`src/rtl/dsp_chain_sop_accum.sv`:
```
// Sum-of-products chain result accumulator.
// Groups cfg_len beats into one dot product and queues it in a small FIFO.
module dsp_chain_sop_accum #(
  parameter int DATA_W     = 37,
  parameter int ACC_W      = 48,
  parameter int LEN_W      = 8,
  parameter int FIFO_DEPTH = 4
) (
  input  logic                     clk,
  input  logic                     reset,
  input  logic [LEN_W-1:0]         cfg_len,
  input  logic                     flush,
  input  logic                     in_valid,
  input  logic signed [DATA_W-1:0] in_data,
  output logic                     in_ready,
  output logic                     out_valid,
  output logic signed [ACC_W-1:0]  out_data,
  input  logic                     out_ready,
  output logic                     busy,
  output logic                     ovf
);

  localparam int PW = $clog2(FIFO_DEPTH);
  localparam int CW = PW + 1;

  logic signed [ACC_W-1:0] acc;
  logic [LEN_W-1:0]        beat_cnt;
  logic [LEN_W-1:0]        len_q;

  logic signed [ACC_W-1:0] mem [FIFO_DEPTH];
  logic [PW-1:0]           wptr;
  logic [PW-1:0]           rptr;
  logic [CW-1:0]           count;

  logic                    first;
  logic [LEN_W-1:0]        cfg_eff;
  logic [LEN_W-1:0]        eff_len;
  logic                    last;
  logic signed [ACC_W-1:0] acc_op;
  logic signed [ACC_W-1:0] in_ext;
  logic signed [ACC_W-1:0] sum;
  logic                    sum_ovf;
  logic                    accept;
  logic                    take;
  logic                    push;
  logic                    pop;
  logic                    full;

  assign full      = (count == CW'(FIFO_DEPTH));
  assign in_ready  = !full;
  assign out_valid = (count != '0);
  assign out_data  = mem[rptr];
  assign busy      = (beat_cnt != '0);

  assign first   = (beat_cnt == '0);
  assign cfg_eff = (cfg_len == '0) ? LEN_W'(1) : cfg_len;
  assign eff_len = first ? cfg_eff : len_q;
  assign last    = (beat_cnt == eff_len - LEN_W'(1));

  assign acc_op  = first ? '0 : acc;
  assign in_ext  = ACC_W'(in_data);
  assign sum     = acc_op + in_ext;
  assign sum_ovf = (acc_op[ACC_W-1] == in_ext[ACC_W-1]) &&
                   (sum[ACC_W-1] != acc_op[ACC_W-1]);

  assign accept = in_valid && in_ready;
  // a flushed beat is dropped entirely, including its overflow
  assign take   = accept && !flush;
  assign push   = take && last;
  assign pop    = out_valid && out_ready;

  always_ff @(posedge clk or negedge reset) begin
    if (!reset) begin
      acc      <= '0;
      beat_cnt <= '0;
      len_q    <= LEN_W'(1);
      ovf      <= 1'b0;
    end else begin
      if (flush) begin
        acc      <= '0;
        beat_cnt <= '0;
      end else if (accept) begin
        if (first)
          len_q <= cfg_eff;
        if (last) begin
          acc      <= '0;
          beat_cnt <= '0;
        end else begin
          acc      <= sum;
          beat_cnt <= beat_cnt + LEN_W'(1);
        end
      end
      if (take && sum_ovf)
        ovf <= 1'b1;
    end
  end

  always_ff @(posedge clk or negedge reset) begin
    if (!reset) begin
      for (int i = 0; i < FIFO_DEPTH; i++)
        mem[i] <= '0;
      wptr  <= '0;
      rptr  <= '0;
      count <= '0;
    end else begin
      if (push) begin
        mem[wptr] <= sum;
        wptr      <= wptr + PW'(1);
      end
      if (pop)
        rptr <= rptr + PW'(1);
      unique case ({push, pop})
        2'b10:   count <= count + CW'(1);
        2'b01:   count <= count - CW'(1);
        default: count <= count;
      endcase
    end
  end

endmodule

```
`config.mk`:
```
export PLATFORM = sky130hd
export DESIGN_NAME = dsp_chain_sop_accum
export DESIGN_NICKNAME = d
export VERILOG_FILES = /design/src/rtl/dsp_chain_sop_accum.sv
export SDC_FILE = /design/constraint.sdc
export NUM_CORES = 1
export LEC_CHECK = 0
export BUFFER_PORTS_ARGS = -buffer_cell sky130_fd_sc_hd__buf_2
export CAP_MARGIN = 20
export CELL_PAD_IN_SITES_DETAIL_PLACEMENT = 1
export CELL_PAD_IN_SITES_GLOBAL_PLACEMENT = 2
export CORE_MARGIN = 2
export CORE_UTILIZATION = 42
export CTS_CLUSTER_SIZE = 12
export DETAILED_ROUTE_END_ITERATION = 8
export PLACE_DENSITY_LB_ADDON = 0.15
export SYNTH_ARGS = -nofsm -noshare
export SYNTH_HDL_FRONTEND = slang
export SYNTH_SLANG_ARGS = --single-unit
```
`constraint.sdc`:
```
create_clock -name clk -period 5.6 [get_ports clk]
set_input_delay 1.12 -clock clk [delete_from_list [all_inputs] [get_ports clk]]
set_output_delay 1.12 -clock clk [all_outputs]
set_load 0.02 [all_outputs]
```
==> run_results.csv <==
group,metric,value,unit
status,outcome,"complete, no violations",
synthesis,synth_area_per_cell,12.2,um^2
synthesis,muxShareOfSynthArea,23.7,%
global_route,grt_util_met2,35.1,%
synthesis,yosysSeqAreaShare,45.3,%
clock_network,clk_pin_slew,0.06,ns
clock_network,cts_sinks,264,
detailed_routing,via_count,9915,
clock_network,post_cts_buffers,0,
power_and_ir_drop,power_density,373,nW/um^2
synthesis,synth_nets,1304,
layout,syn2layout_area_growth,13.8,%
clock_network,clockBufferDepth,3,
layout,drive_gt1_share,33.4,%
sta,hold_violations,0,
sta,period_share,91.9,%
synthesis,yosys.area_share.xor_xnor,3.55,%
layout,final_common_cell,"dfrtp_1",
sta,timing.slew.headroom,38.5,%
detailed_routing,firstDrtPassIters,4,
detailed_routing,drt-vias-per-instance,5.61,
synthesis,synth_edf_count,0,
power_and_ir_drop,leakagePower,8.30,nW
sta,period_minus_slack,5.15,ns
sta,fmax,194,MHz
power_and_ir_drop,p_total,6.19,mW
setup_path,crit_end,"count[2]",
power_and_ir_drop,comb_power_share,27.4,%
clock_network,cts-resized-gates,0,
power_and_ir_drop,pwr-share-clk,33.0,%
global_route,grt.overflow.total,0,
setup_path,start_kind,"flip-flop",
floorplan,die_x,190,um
sta,timing.hold.ws,0.487,ns
setup_path,r2r_start,"beat_cnt[0]",
synthesis,synth-compound-area-share,11.1,%
power_and_ir_drop,ir_drop,272,uV
synthesis,ys.warnings.count,0,
layout,nNetsFinal,1393,
floorplan,die-area,36200,um^2
floorplan,core_area,34400,um^2
detailed_routing,wl_per_cell,21.0,um
clock_network,numCtsBuffers,31,
global_route,grt_first_pass_wirelength,61.0,mm
power_and_ir_drop,seqPwrFrac,39.7,%
setup_path,required,6.05,ns
place,post-place-ws,0.249,ns
clock_network,h-tree-depth,1,
global_route,grt_pass1_vias,10800,
sta,setup_viol,0,
floorplan,rows,68,
global_route,met3_usage,2.89,%
setup_path,worst-setup-path-type,"reg2reg",
hold_path,holdCritPathClass,"reg2reg",
detailed_routing,ant_nets,0,
layout,utilization,48.2,%
synthesis,yosysUniqueCellTypes,67,
clock_network,cts_hold_buf,0,
sta,rsz0062_at_grt,"false",
synthesis,synth-main-ff-cell,"dfrtp_1",
clock_network,root_buffer,"clkbuf_16",
synthesis,ys_async_sr_fraction,100,%
synthesis,synth_top_family_by_area,"multiplexers",
global_route,antenna_found_initial,3,
setup_path,worstSetupStartpoint,"beat_cnt[0]",
synthesis,synthAdderAreaFrac,5.00,%
floorplan,start_util,42.4,%
clock_network,clk_latency,0.57,ns
place,globalplace.congestion,0.807,
floorplan,die_h,190,um
place,dp_hpwl,25.4,mm
synthesis,synth_seq_cells,264,
layout,most-common-layout-cells,"dfrtp_1, mux2_2, buf_2, nand2_1, a21oi_1",
layout,fill_cells,3646,
place,portBuffers,101,
setup_path,cp-end-kind,"flip-flop",
detailed_routing,remaining_drc_errors,0,
global_route,grt_max_degree,125,
setup_path,r2r_end,"count[2]",
detailed_routing,drt_iter0_markers,415,
run,drv_cap,0,
sta,setup-tns-final,0,ns
clock_network,cts_tree,"yes",
detailed_routing,routed_wl,37.1,mm
sta,finalClockSkew,0.0179,ns
floorplan,ios,102,
power_and_ir_drop,power.internal,4.16,mW
global_route,grtUsageTotal,21.3,%
synthesis,syn-instance-count,1197,
setup_path,worst-r2r-cell-count,19,
setup_path,crit_fanout,32,
global_route,grt.met1_usage,30.2,%
power_and_ir_drop,p_switching,2.04,mW
synthesis,synth_area,14600,um^2
setup_path,ff2ff_setup_slack,0.45,ns
synthesis,synthSimpleGateAreaFrac,8.77,%
global_route,grt.busiest_layer,"met2",
sta,final.setup.worst_slack,0.453,ns
sta,slew_violations,0,
setup_path,critPathArrivalTime,5.60,ns
sta,tightest_slew,0.923,ns
power_and_ir_drop,switching_share,32.9,%
how the worst min path moves through the flow:
stage	from	endpoint	slack, ns	cells after the start
detailed placement	mem[145]	mem[145]	0.47	2
global placement	mem[49]	mem[49]	0.46	2
global route	acc[3]	acc[3]	0.50	1
CTS	acc[26]	acc[26]	0.49	1
floorplan	mem[49]	mem[49]	0.44	2
finish	acc[23]	acc[23]	0.49	1
worst max-delay path, cell delays in order (launching register included):
cell     delay [ns]
dfrtp_1        0.45
inv_1          0.09
ha_1           0.14
or4b_4         0.50
nor3_4         0.34
inv_2          0.34
buf_4          0.30
mux2i_1        0.28
ha_1           0.29
a21oi_1        0.08
or4_1          0.51
a22o_1         0.28
nor4_4         0.45
inv_1          0.11
ha_1           0.25
inv_1          0.09
fa_1           0.18
xor2_1         0.15
nor2_1         0.07
xor2_1         0.14
per-stage QoR:
step	std cells	area (um^2)
floorplan	1197	14600
global placement	1708	15500
detailed placement	1708	15500
CTS	1765	16600
global route	1765	16600
finish	1766	16600
sequential cells by signal, indices dropped and copies added (netlist names):
name	flops
mem	192
wptr	2
acc	48
ovf	1
len_q	8
rptr	2
count	3
beat_cnt	8
per-layer routing:
layer	share of wire, %	wire [um]	vias up
met5	0.078	29	-
met4	1.8	686	4
met3	2.9	1090	50
met2	47	17400	129
met1	48	17900	5119
li1	-	-	4613
synthesized netlist by cell type, types with 4 or more instances:
| library cell | n | share of area, % |
|---|---|---|
| dfrtp_1 | 263 | 45 |
| mux2_2 | 164 | 13 |
| a21oi_1 | 64 | 2.2 |
| nand2_1 | 64 | 1.6 |
| ha_1 | 55 | 4.7 |
| a22o_1 | 53 | 3.2 |
| and2_1 | 49 | 2.1 |
| o21ai_0 | 49 | 1.7 |
| mux4_2 | 48 | 7.4 |
| clkbuf_1 | 44 | 1.1 |
| xnor2_1 | 36 | 2.2 |
| mux2_4 | 32 | 3.3 |
| nor2_1 | 32 | 0.82 |
| a21o_1 | 24 | 1.2 |
| xor2_1 | 23 | 1.4 |
| nand3_1 | 21 | 0.72 |
| inv_1 | 18 | 0.46 |
| nor3_1 | 14 | 0.48 |
| a31oi_1 | 13 | 0.56 |
| nand4_1 | 13 | 0.56 |
| buf_2 | 12 | 0.41 |
| nand2b_1 | 8 | 0.34 |
| and3_1 | 5 | 0.21 |
| nor4_1 | 5 | 0.21 |
| a211o_1 | 4 | 0.24 |
| buf_4 | 4 | 0.21 |
| buf_6 | 4 | 0.31 |
| mux2i_1 | 4 | 0.27 |
| nand2_2 | 4 | 0.17 |
| nor2b_1 | 4 | 0.17 |
| o21bai_1 | 4 | 0.21 |
| or2_2 | 4 | 0.17 |
| or3_1 | 4 | 0.17 |
kinds of logic (layout without fill, tap and decap cells):
logic type                 count (synthesis)  in the layout
AOI/OAI and AO/OA                        242            242
other                                      0              1
muxes                                    248            248
adders and majority gates                 57             57
DFF                                      264            264
and+or+nand+nor                          241            241
buffers and inverters                     86            199
xor gates and xnor gates                  59             59
power by group through the flow:
stage	Sequential [mW]	Combinational [mW]	Clock, mW
6_report	2.46	1.69	2.04
5_1_grt	2.52	1.88	2.18
3_3_place_gp	2.49	1.68	0
2_1_floorplan	2.30	1.34	0
4_1_cts	2.47	1.72	2.10
3_5_place_dp	2.50	1.71	0
area by class of cell:
type                            instances  area, um^2  area share [%]
Inverter                               19        71.3           0.430
Antenna cell                            1        2.50          0.0151
Timing Repair Buffer                  123         693            4.18
Multi-Input combinational cell        847        7600            45.8
Clock buffer                           47         906            5.46
Sequential cell                       264        6610            39.9
Clock inverter                         10         129           0.777
Tap cell                              455         569            3.43
No activity file was read; power rests on OpenSTA's default activity.
